`config.mk`:
```
export PLATFORM = sky130hd
export DESIGN_NAME = frame_pad_stream_flat
export DESIGN_NICKNAME = d
export VERILOG_FILES = /design/src/rtl/frame_pad_stream_if.sv /design/src/rtl/frame_pad_stream.sv /design/src/flat_wrapper.sv
export SDC_FILE = /design/constraint.sdc
export NUM_CORES = 1
export LEC_CHECK = 0
export ABC_AREA = 1
export CAP_MARGIN = 20
export CORE_MARGIN = 2
export CORE_UTILIZATION = 58
export CTS_BUF_LIST = sky130_fd_sc_hd__clkbuf_2
export DETAILED_ROUTE_END_ITERATION = 7
export PLACE_DENSITY_LB_ADDON = 0.12
export SETUP_SLACK_MARGIN = 0.2
export SLEW_MARGIN = 10
export SYNTH_ARGS = -nofsm -noshare
export SYNTH_HDL_FRONTEND = slang
export SYNTH_SLANG_ARGS = --single-unit
```
`constraint.sdc`:
```
create_clock -name clk -period 4.31 [get_ports clk]
set_clock_uncertainty 0.2 [all_clocks]
set_input_delay 1.0775 -clock clk [delete_from_list [all_inputs] [get_ports clk]]
set_output_delay 1.0775 -clock clk [all_outputs]
set_load 0.005 [all_outputs]
```
`src/rtl/frame_pad_stream_if.sv`:
```
// Pixel stream interface for frame_pad_stream: input pixels with back-pressure,
// run-time pad controls, and the padded output raster with frame markers.
interface frame_pad_stream_if #(
  parameter int unsigned CH = 3,
  parameter int unsigned DW = 8
);
  localparam int unsigned PXW = CH * DW;

  logic           iValid;
  logic [PXW-1:0] iData;
  logic           oReady;
  logic [1:0]     padMode;
  logic [PXW-1:0] padConst;
  logic           oValid;
  logic [PXW-1:0] oData;
  logic           oFirst;
  logic           oLast;
  logic           oDone;
  logic           oOverflow;

  modport master (
    output iValid, iData, padMode, padConst,
    input  oReady, oValid, oData, oFirst, oLast, oDone, oOverflow
  );

  modport slave (
    input  iValid, iData, padMode, padConst,
    output oReady, oValid, oData, oFirst, oLast, oDone, oOverflow
  );
endinterface

```
`src/rtl/frame_pad_stream.sv`:
```
// Boundary-padding stage: buffers a WIDTHxHEIGHT raster in a FIFO and emits it
// surrounded by a B-pixel border (zero, constant or horizontal edge replicate).
module frame_pad_stream #(
  parameter int unsigned WIDTH      = 320,
  parameter int unsigned HEIGHT     = 240,
  parameter int unsigned KERNEL     = 7,
  parameter int unsigned CH         = 3,
  parameter int unsigned DW         = 8,
  parameter int unsigned FIFO_DEPTH = 16
) (
  input logic               clk,
  input logic               reset,
  frame_pad_stream_if.slave bus
);

  localparam int unsigned PXW = CH * DW;
  localparam int unsigned B   = (KERNEL - 1) / 2;
  localparam int unsigned PW  = WIDTH + 2 * B;
  localparam int unsigned PH  = HEIGHT + 2 * B;
  localparam int unsigned AW  = $clog2(FIFO_DEPTH);
  localparam int unsigned CW  = AW + 1;
  localparam int unsigned XW  = $clog2(PW);
  localparam int unsigned YW  = $clog2(PH);

  typedef enum logic [2:0] {
    S_IDLE, S_TOP, S_LEFT, S_DATA, S_RIGHT, S_BOTTOM
  } state_e;

  state_e state_q;

  // Input FIFO
  logic [PXW-1:0] mem_q [FIFO_DEPTH];
  logic [AW-1:0]  wr_ptr_q, rd_ptr_q;
  logic [CW-1:0]  count_q, count_d;
  logic           ready_q, ovf_q;
  logic           wr_c, rd_c, empty_c;
  logic [PXW-1:0] head_c;

  assign empty_c = (count_q == '0);
  assign head_c  = mem_q[rd_ptr_q];
  assign wr_c    = bus.iValid & ready_q;
  assign rd_c    = (state_q == S_DATA) & ~empty_c;
  assign count_d = count_q + CW'(wr_c) - CW'(rd_c);

  always_ff @(posedge clk) begin
    if (wr_c) mem_q[wr_ptr_q] <= bus.iData;
  end

  // Ready is derived from the post-update count so the FIFO can never overfill.
  always_ff @(posedge clk) begin
    if (reset) begin
      wr_ptr_q <= '0;
      rd_ptr_q <= '0;
      count_q  <= '0;
      ready_q  <= 1'b1;
      ovf_q    <= 1'b0;
    end else begin
      if (wr_c) wr_ptr_q <= wr_ptr_q + AW'(1);
      if (rd_c) rd_ptr_q <= rd_ptr_q + AW'(1);
      count_q <= count_d;
      ready_q <= (count_d <= CW'(FIFO_DEPTH - 2));
      if (bus.iValid && !ready_q) ovf_q <= 1'b1;
    end
  end

  // Frame-latched pad settings and region counters
  logic [1:0]     mode_q;
  logic [PXW-1:0] const_q, hold_q;
  logic [XW-1:0]  x_q;
  logic [YW-1:0]  y_q;
  logic           valid_q, first_q, last_q, done_q;
  logic [PXW-1:0] data_q;
  logic [PXW-1:0] edge_pad_c;
  logic           repl_c;

  assign edge_pad_c = (mode_q == 2'd1) ? const_q : '0;
  assign repl_c     = (mode_q == 2'd2);

  always_ff @(posedge clk) begin
    if (reset) begin
      state_q <= S_IDLE;
      mode_q  <= '0;
      const_q <= '0;
      hold_q  <= '0;
      x_q     <= '0;
      y_q     <= '0;
      valid_q <= 1'b0;
      data_q  <= '0;
      first_q <= 1'b0;
      last_q  <= 1'b0;
      done_q  <= 1'b0;
    end else begin
      valid_q <= 1'b0;
      first_q <= 1'b0;
      last_q  <= 1'b0;
      done_q  <= 1'b0;
      case (state_q)
        // The first TOP pixel is issued directly from IDLE using the live pad inputs.
        S_IDLE: begin
          if (!empty_c) begin
            mode_q  <= bus.padMode;
            const_q <= bus.padConst;
            valid_q <= 1'b1;
            first_q <= 1'b1;
            data_q  <= (bus.padMode == 2'd1) ? bus.padConst : '0;
            x_q     <= XW'(1);
            y_q     <= '0;
            state_q <= S_TOP;
          end
        end
        S_TOP: begin
          valid_q <= 1'b1;
          data_q  <= edge_pad_c;
          if (x_q == XW'(PW - 1)) begin
            x_q <= '0;
            y_q <= y_q + YW'(1);
            if (y_q == YW'(B - 1)) state_q <= S_LEFT;
          end else begin
            x_q <= x_q + XW'(1);
          end
        end
        S_LEFT: begin
          if (!repl_c || !empty_c) begin
            valid_q <= 1'b1;
            data_q  <= repl_c ? head_c : edge_pad_c;
            if (x_q == XW'(B - 1)) begin
              x_q     <= '0;
              state_q <= S_DATA;
            end else begin
              x_q <= x_q + XW'(1);
            end
          end
        end
        S_DATA: begin
          if (!empty_c) begin
            valid_q <= 1'b1;
            data_q  <= head_c;
            hold_q  <= head_c;
            if (x_q == XW'(WIDTH - 1)) begin
              x_q     <= '0;
              state_q <= S_RIGHT;
            end else begin
              x_q <= x_q + XW'(1);
            end
          end
        end
        S_RIGHT: begin
          valid_q <= 1'b1;
          data_q  <= repl_c ? hold_q : edge_pad_c;
          if (x_q == XW'(B - 1)) begin
            x_q     <= '0;
            y_q     <= y_q + YW'(1);
            state_q <= (y_q == YW'(B + HEIGHT - 1)) ? S_BOTTOM : S_LEFT;
          end else begin
            x_q <= x_q + XW'(1);
          end
        end
        S_BOTTOM: begin
          valid_q <= 1'b1;
          data_q  <= edge_pad_c;
          if (x_q == XW'(PW - 1)) begin
            x_q <= '0;
            if (y_q == YW'(PH - 1)) begin
              last_q  <= 1'b1;
              done_q  <= 1'b1;
              state_q <= S_IDLE;
            end else begin
              y_q <= y_q + YW'(1);
            end
          end else begin
            x_q <= x_q + XW'(1);
          end
        end
        default: state_q <= S_IDLE;
      endcase
    end
  end

  assign bus.oReady    = ready_q;
  assign bus.oOverflow = ovf_q;
  assign bus.oValid    = valid_q;
  assign bus.oData     = data_q;
  assign bus.oFirst    = first_q;
  assign bus.oLast     = last_q;
  assign bus.oDone     = done_q;

endmodule

```
`src/flat_wrapper.sv`:
```
// flat-port wrapper written by rule: the top's interface ports become plain ports
module frame_pad_stream_flat 
#(
  parameter int unsigned WIDTH      = 320,
  parameter int unsigned HEIGHT     = 240,
  parameter int unsigned KERNEL     = 7,
  parameter int unsigned CH         = 3,
  parameter int unsigned DW         = 8,
  parameter int unsigned FIFO_DEPTH = 16
)
  (clk, reset, bus_iValid, bus_iData, bus_padMode, bus_padConst, bus_oReady, bus_oValid, bus_oData, bus_oFirst, bus_oLast, bus_oDone, bus_oOverflow);
  frame_pad_stream_if #(.CH(CH), .DW(DW)) bus_i ();
  input logic clk;
  input logic reset;
  input wire logic [$bits(bus_i.iValid)-1:0] bus_iValid;
  input wire logic [$bits(bus_i.iData)-1:0] bus_iData;
  input wire logic [$bits(bus_i.padMode)-1:0] bus_padMode;
  input wire logic [$bits(bus_i.padConst)-1:0] bus_padConst;
  output wire logic [$bits(bus_i.oReady)-1:0] bus_oReady;
  output wire logic [$bits(bus_i.oValid)-1:0] bus_oValid;
  output wire logic [$bits(bus_i.oData)-1:0] bus_oData;
  output wire logic [$bits(bus_i.oFirst)-1:0] bus_oFirst;
  output wire logic [$bits(bus_i.oLast)-1:0] bus_oLast;
  output wire logic [$bits(bus_i.oDone)-1:0] bus_oDone;
  output wire logic [$bits(bus_i.oOverflow)-1:0] bus_oOverflow;
  assign bus_i.iValid = bus_iValid;
  assign bus_i.iData = bus_iData;
  assign bus_i.padMode = bus_padMode;
  assign bus_i.padConst = bus_padConst;
  assign bus_oReady = bus_i.oReady;
  assign bus_oValid = bus_i.oValid;
  assign bus_oData = bus_i.oData;
  assign bus_oFirst = bus_i.oFirst;
  assign bus_oLast = bus_i.oLast;
  assign bus_oDone = bus_i.oDone;
  assign bus_oOverflow = bus_i.oOverflow;
  frame_pad_stream #(.WIDTH(WIDTH), .HEIGHT(HEIGHT), .KERNEL(KERNEL), .CH(CH), .DW(DW), .FIFO_DEPTH(FIFO_DEPTH)) u_core (.clk(clk), .reset(reset), .bus(bus_i));
endmodule
```
==> results of run 1 <==
-- cells by family after synthesis --
group           share of synthesized area
simple gates                        0.210
flops                               0.627
buf+inv                            0.0811
compound gates                     0.0683
fa+ha+maj                          0.0105
xor+xnor                          0.00317
-- layout make-up --
class,count,area (sq um),area share
Inverter,330,1240,0.0506
Tap cell,511,639,0.0260
Antenna cell,3,7.51,0.000305
Timing Repair Buffer,118,1210,0.0490
Sequential cell,500,13900,0.563
Clock buffer,183,916,0.0372
Multi-Input combinational cell,1429,6570,0.267
Clock inverter,36,174,0.00707
-- synth_stat cells, drive strengths merged, types with 2 or more instances --
cell      n
edfxtp  384
a21oi    90
dfxtp   116
nor3b     2
nand4     8
clkbuf   62
o21ai   189
o211ai   10
inv     329
nand2   530
xor2      7
nor2    271
buf      63
nand3   282
nor4      2
ha       17
nor3     13
-- power breakdown --
group,switching [mW],internal [mW]
clock network,1.84,1.20
logic,1.80,0.892
registers,0.202,5.55
total,3.84,7.64
-- worst paths after layout --
| path | from | to | slack [ns] | depth (start not counted) |
|---|---|---|---|---|
| max | u_core.bus.oData[11] | bus_oData[11] | 1.03 | 1 |
| min | u_core.const_q[22] | u_core.const_q[22] | 0.25 | 2 |
| max reg2reg | u_core.count_q[3] | u_core.bus.oReady | 1.04 | 16 |
| min reg2reg | u_core.const_q[22] | u_core.const_q[22] | 0.25 | 2 |
-- state kept, by name, indices dropped and copies added (netlist names), named ones only --
register	cells
u_core.bus.oData	24
u_core.bus.oFirst	1
u_core.bus.oLast	1
u_core.bus.oOverflow	1
u_core.bus.oReady	1
u_core.bus.oValid	1
u_core.const_q	24
u_core.count_q	5
u_core.hold_q	24
u_core.mem_q	384
u_core.mode_q	2
u_core.rd_ptr_q	4
u_core.state_q	3
u_core.wr_ptr_q	4
u_core.x_q	9
u_core.y_q	8
-- layer usage --
layer	GRT usage	vias up	share of wire
li1	-	8109	-
met1	0.345	7860	0.41
met2	0.479	630	0.50
met3	0.0516	131	0.066
met4	0.127	0	0.032
met5	0	-	0
-- per-stage QoR --
step / power [mW] / hold slack [ns] / utilization
detailed placement: 8.53 / 0.239 / 0.625
global placement: 8.45 / 0.233 / 0.625
global route: 12.2 / 0.261 / 0.655
floorplan: 7.61 / 0.224 / -
CTS: 11.5 / 0.253 / 0.654
finish: 11.5 / 0.255 / 0.655
-- cell usage in the layout (no fill, tap or decap), types with 2 or more instances in the layout --
cell type	count
o21ai_0	189
ha_1	17
nor3b_1	2
nand3_2	2
xor2_1	7
clkinv_1	28
dfxtp_2	2
nor2_2	4
inv_2	8
nor4_1	2
buf_12	8
nor2_4	18
inv_1	322
clkinv_2	3
buf_4	27
nand3_1	280
clkbuf_2	183
o211ai_1	10
nor3_1	13
a21oi_1	90
inv_6	2
clkdlybuf4s50_1	81
nor2_1	248
dfxtp_1	113
diode_2	3
edfxtp_1	384
inv_4	2
nand2_1	529
nand4_1	7
==> results.sh, run 1 <==
export IMPL_run_status="complete, no violations"
export IMPL_dp_cells=2887
export IMPL_cell_area_after_layout_sq_um=24600
export IMPL_critical_path_top_delay_family="buffers and inverters"
export IMPL_drtPass1Iterations=6
export IMPL_detailedPlace_worstSlack_ns=0.785
export IMPL_critical_path_arrival_ns=2.00
export IMPL_vdd_ir_drop_max_uv=266
export IMPL_route_detailed_vias_per_inst=5.38
export IMPL_fillerInstances=3133
export IMPL_most_frequently_used_flop_master_after_synthesis="edfxtp_1"
export IMPL_ctsHtreeMaxLevel=3
export IMPL_netlist_area_sq_um=22100
export IMPL_placed_cell_area_sq_um=23500
export IMPL_final_layout_size_suffix_gt1_frac=0.102
export IMPL_synth_warning_count=0
export IMPL_synth_top_cells_by_area="edfxtp_1 (52%), dfxtp_1 (11%), nand2_1 (9.0%)"
export IMPL_timing_final_crit_period_ns=3.28
export IMPL_place_gp_congestion=0.851
export IMPL_critical_setup_path_kind="flop to output port"
export IMPL_slowest_library_cell_on_the_worst_path="clkdlybuf4s50_1"
export IMPL_pin_count=83
export IMPL_tritoncts="built"
export IMPL_detailedRoute_firstIterationViolations=1398
export IMPL_dp_final_hpwl_mm=32.1
export IMPL_final_antenna_net_count=0
export IMPL_timing_max_cap_violations=0
export IMPL_post_synth_cell_area_avg_sq_um=9.26
export IMPL_cp_end_kind="output port"
export IMPL_finalCritPeriodShare=0.761
export IMPL_count_of_buffers_inserted_at_the_top_level_ports=82
export IMPL_worst_path_setup_slack_after_routing_ns=1.03
export IMPL_post_cts_setup_buffer_count=0
export IMPL_max_clock_freq_mhz=305
export IMPL_finalHoldViolations=0
export IMPL_drcViolationCount=0
export IMPL_grt_max_degree=89
export IMPL_syn_inst=2384
export IMPL_grt_antenna_before_repair=1
export IMPL_synthDistinctLibCells=38
export IMPL_layout_cells_non_filler=3110
export IMPL_setup_viol=0
export IMPL_cts_hold_buffers_added=0
export IMPL_synth_nets=2455
export IMPL_timing_critical_path_from_type="flop"
export IMPL_area_delta_synth_final_pct=11.5
export IMPL_clock_root_buffer="clkbuf_2"
export IMPL_dieArea_sq_um=39700
export IMPL_std_cell_core_area_sq_um=37600
export IMPL_synth_area_leader_cell="edfxtp_1"
export IMPL_cts_root_to_sink_buffers=3
export IMPL_post_cts_resized_instances=0
export IMPL_final_nets=2571
export IMPL_clk_pin_slew_ns=0.09
export IMPL_synth_top_area_frac=0.522
export IMPL_globalRoute_totalOverflow=0
export IMPL_num_vias=16700
export IMPL_finalSetupTns_ns=0
export IMPL_timing_slew_headroom=0.332
export IMPL_ys_seq_elements=500
export IMPL_async_flop_share=0
export IMPL_crit_fanout=2
export IMPL_cp_cell_sequence="clkdlybuf4s50_1"
export IMPL_p_leak_nw=10.1
export IMPL_worstMarginPinSlew_ns=1.00
export IMPL_number_of_flops_mapped_to_enable_cells_by_yosys=384
export IMPL_first_global_vias=16300
export IMPL_worst_endpoint_required_ns=3.03
export IMPL_slew_violations=0
export IMPL_detail_route_wl_per_cell_microns=17.5
export IMPL_hold_class="flop to flop"
export IMPL_rsz0062_at_grt="false"
export IMPL_slowest_cell_delay_on_critical_path_ns=0.52
export IMPL_detail_route_wirelength_mm=54.3
export IMPL_cts_sink_count=500
export IMPL_critical_path_buf_inv_count=1
export IMPL_synth_sequential_area_ratio=0.627
export IMPL_cellPowerDensity_nw_per_um2=466
export IMPL_die_width_microns=199
export IMPL_fp_dieH_microns=199
export IMPL_floorplan_rows=71
export IMPL_start_util=0.588
export IMPL_grt_usage=0.279
export IMPL_cts_buffers=121
export IMPL_clk_insertion_delay_late_ns=1.13
export IMPL_first_pass_grt_wire_length_mm=84.2
Power figures use the tool's default switching activity.
==> run 2, diff against run 1 <==
==> constraint.sdc (replaced) <==
create_clock -name clk -period 3.08 [get_ports clk]
set_clock_uncertainty 0.2 [all_clocks]
set_input_delay 0.77 -clock clk [delete_from_list [all_inputs] [get_ports clk]]
set_output_delay 0.77 -clock clk [all_outputs]
set_load 0.005 [all_outputs]
==> run 2 against run 1 <==
Net effect: sequential share of layout area is 0.71 points lower; global-route usage is 0.28 points higher; count of clock-buffer cells in the layout is 3 lower; core utilization is 0.97 points higher; worst hold slack worse by 0.082 ns; critical path type is now flop to flop; largest power group unchanged.
==> results.sh, run 2 (synthesized netlist as in run 1, its figures left out) <==
export IMPL_vdd_ir_drop_max_uv=396
export IMPL_finalSetupTns_ns=0
export IMPL_tritoncts="built"
export IMPL_cts_buffers=120
export IMPL_seq_power_share=0.498
export IMPL_first_pass_grt_wire_length_mm=85.7
export IMPL_cellPowerDensity_nw_per_um2=649
export IMPL_rsz0062_at_grt="true"
export IMPL_drtPass1Iterations=6
export IMPL_slew_violations=0
export IMPL_dp_final_hpwl_mm=32.5
export IMPL_dp_cells=2911
export IMPL_max_clock_freq_mhz=370
export IMPL_first_global_vias=16500
export IMPL_cts_root_to_sink_buffers=3
export IMPL_setup_viol=0
export IMPL_timing_final_crit_period_ns=2.71
export IMPL_grt_max_degree=101
export IMPL_cp_cell_sequence="nand2_4 -> nor2_4 -> nand2_4 -> inv_1 -> ha_1 -> inv_1 -> ha_1 -> fa_2 -> nand2_1 -> a21oi_1 -> nor2_1 -> xor2_1 -> nor2_1 -> a41oi_1"
export IMPL_timing_critical_path_from_type="flop"
export IMPL_fp_dieH_microns=199
export IMPL_grt_antenna_before_repair=1
export IMPL_slowest_library_cell_on_the_worst_path="dfxtp_1"
export IMPL_detailedRoute_firstIterationViolations=1453
export IMPL_timing_slew_headroom=0.479
export IMPL_num_vias=16800
export IMPL_final_antenna_net_count=0
export IMPL_die_width_microns=199
export IMPL_clk_pin_slew_ns=0.11
export IMPL_clk_insertion_delay_late_ns=1.10
export IMPL_timing_max_cap_violations=0
export IMPL_p_leak_nw=10.4
export IMPL_drcViolationCount=0
export IMPL_pin_count=83
export IMPL_ctsHtreeMaxLevel=3
export IMPL_p_comb_frac=0.238
export IMPL_finalPower_mw=16.2
export IMPL_critical_setup_path_kind="flop to flop"
export IMPL_p_sw_frac=0.339
export IMPL_crit_fanout=9
export IMPL_final_layout_size_suffix_gt1_frac=0.120
export IMPL_worstMarginPinSlew_ns=0.779
export IMPL_detail_route_wirelength_mm=54.4
export IMPL_finalCritPeriodShare=0.878
export IMPL_cts_sink_count=500
export IMPL_place_gp_congestion=0.871
export IMPL_netSwitchingPower_mw=5.50
export IMPL_dieArea_sq_um=39700
export IMPL_max_flop_register="u_core.mem_q"
export IMPL_run_status="complete, no violations"
export IMPL_final_nets=2596
export IMPL_slowest_cell_delay_on_critical_path_ns=0.62
export IMPL_hold_class="primary input to flop"
export IMPL_finalHoldViolations=0
export IMPL_end_of_flow_core_utilization=0.665
export IMPL_globalRoute_totalOverflow=0
export IMPL_cp_end_kind="flop"
export IMPL_most_common_library_cell_in_the_layout_ignoring_fill_and_taps="nand2_1"
export IMPL_route_detailed_vias_per_inst=5.35
export IMPL_start_util=0.588
export IMPL_holdWs_ns=0.173
export IMPL_leading_cell_types_in_the_layout_fill_and_taps_excluded="nand2_1 (528), edfxtp_1 (384), inv_1 (322)"
export IMPL_grt_usage=0.282
export IMPL_largest_register_ff_count=384
export IMPL_std_cell_core_area_sq_um=37600
export IMPL_area_delta_synth_final_pct=13.1
export IMPL_internal_power_mw=10.7
export IMPL_clock_power_share=0.264
export IMPL_floorplan_rows=71
export IMPL_clock_root_buffer="clkbuf_2"
export IMPL_layout_cells_non_filler=3137
export IMPL_count_of_buffers_inserted_at_the_top_level_ports=82
export IMPL_detail_route_wl_per_cell_microns=17.3
export IMPL_worst_endpoint_required_ns=3.85
export IMPL_critical_path_arrival_ns=3.48
[run 2: changes by cell type in the layout (fill, tap and decap cells not counted), sizes merged]
cell           before  now
buf                37   61
clkbuf            183  180
clkdlybuf4s50      81   51
clkinv             31   37
clkinvlp            0    1
diode               3    1
dlygate4sd2         0   30
dlygate4sd3         0    1
inv               334  333
nor2              271  272
[run 2: per-stage QoR]
step,setup WS (ns),instance area [sq um]
final,0.375,25000
after global routing,0.143,25000
after CTS,0.293,25000
after detailed placement,0.0339,23800
after global placement,0.137,23800
after floorplan,0.230,22100
[run 2: worst max-delay path, delay by kind of cell, from the launching register on]
family                   cells  cell delay (ns)
buffers and inverters        2             0.11
flip-flops                   1             0.62
AND/OR/NAND/NOR              6             0.59
adder cells (fa/ha/maj)      3             0.70
AO/OA/AOI/OAI                2             0.25
XOR/XNOR                     1             0.18
[run 2: cell type report]
type / instances / area, sq um
flip-flops and latches: 500 / 13900
clock buffers: 180 / 901
inverters: 330 / 1240
multi-input cells: 1430 / 6600
well taps: 511 / 639
clock inverters: 42 / 203
repair buffers: 143 / 1500
fillers: 3006 / 12600
diodes: 1 / 2.50
[run 2: final timing paths]
| path | start | end | slack [ns] | cells after the start |
|---|---|---|---|---|
| max | u_core.state_q[1] | u_core.bus.oReady | 0.37 | 14 |
| min | bus_padConst[8] | u_core.const_q[8] | 0.17 | 3 |
| max reg2reg | u_core.state_q[1] | u_core.bus.oReady | 0.37 | 14 |
| min reg2reg | u_core.const_q[4] | u_core.const_q[4] | 0.25 | 2 |
[run 2: power groups by stage]
| stage | combinational [mW] | clock [mW] | sequential, mW |
|---|---|---|---|
| global placement | 3.76 | 0 | 8.18 |
| CTS | 3.80 | 4.40 | 8.06 |
| global route | 4.35 | 4.73 | 8.12 |
| floorplan | 2.54 | 0 | 8.12 |
| detailed placement | 3.88 | 0 | 8.19 |
| finish | 3.86 | 4.28 | 8.07 |
[run 2: repair_timing]
| item | CTS | global route |
|---|---|---|
| pin swaps | 0 | 1 |
| setup endpoints to repair | 51 | 14 |
| hold buffers | 1 | 0 |
| cloned | 0 | 1 |
| resized for setup | 53 | 1 |
| buffers inserted | 0 | 1 |
| hold endpoints to repair | 12 | 0 |
[run 2: layer usage]
layer | track usage | share of wire | up-vias
met5 | 0 | 0 | -
met3 | 0.0516 | 0.078 | 109
met2 | 0.467 | 0.48 | 635
li1 | - | - | 8176
met1 | 0.371 | 0.42 | 7861
met4 | 0.111 | 0.029 | 0
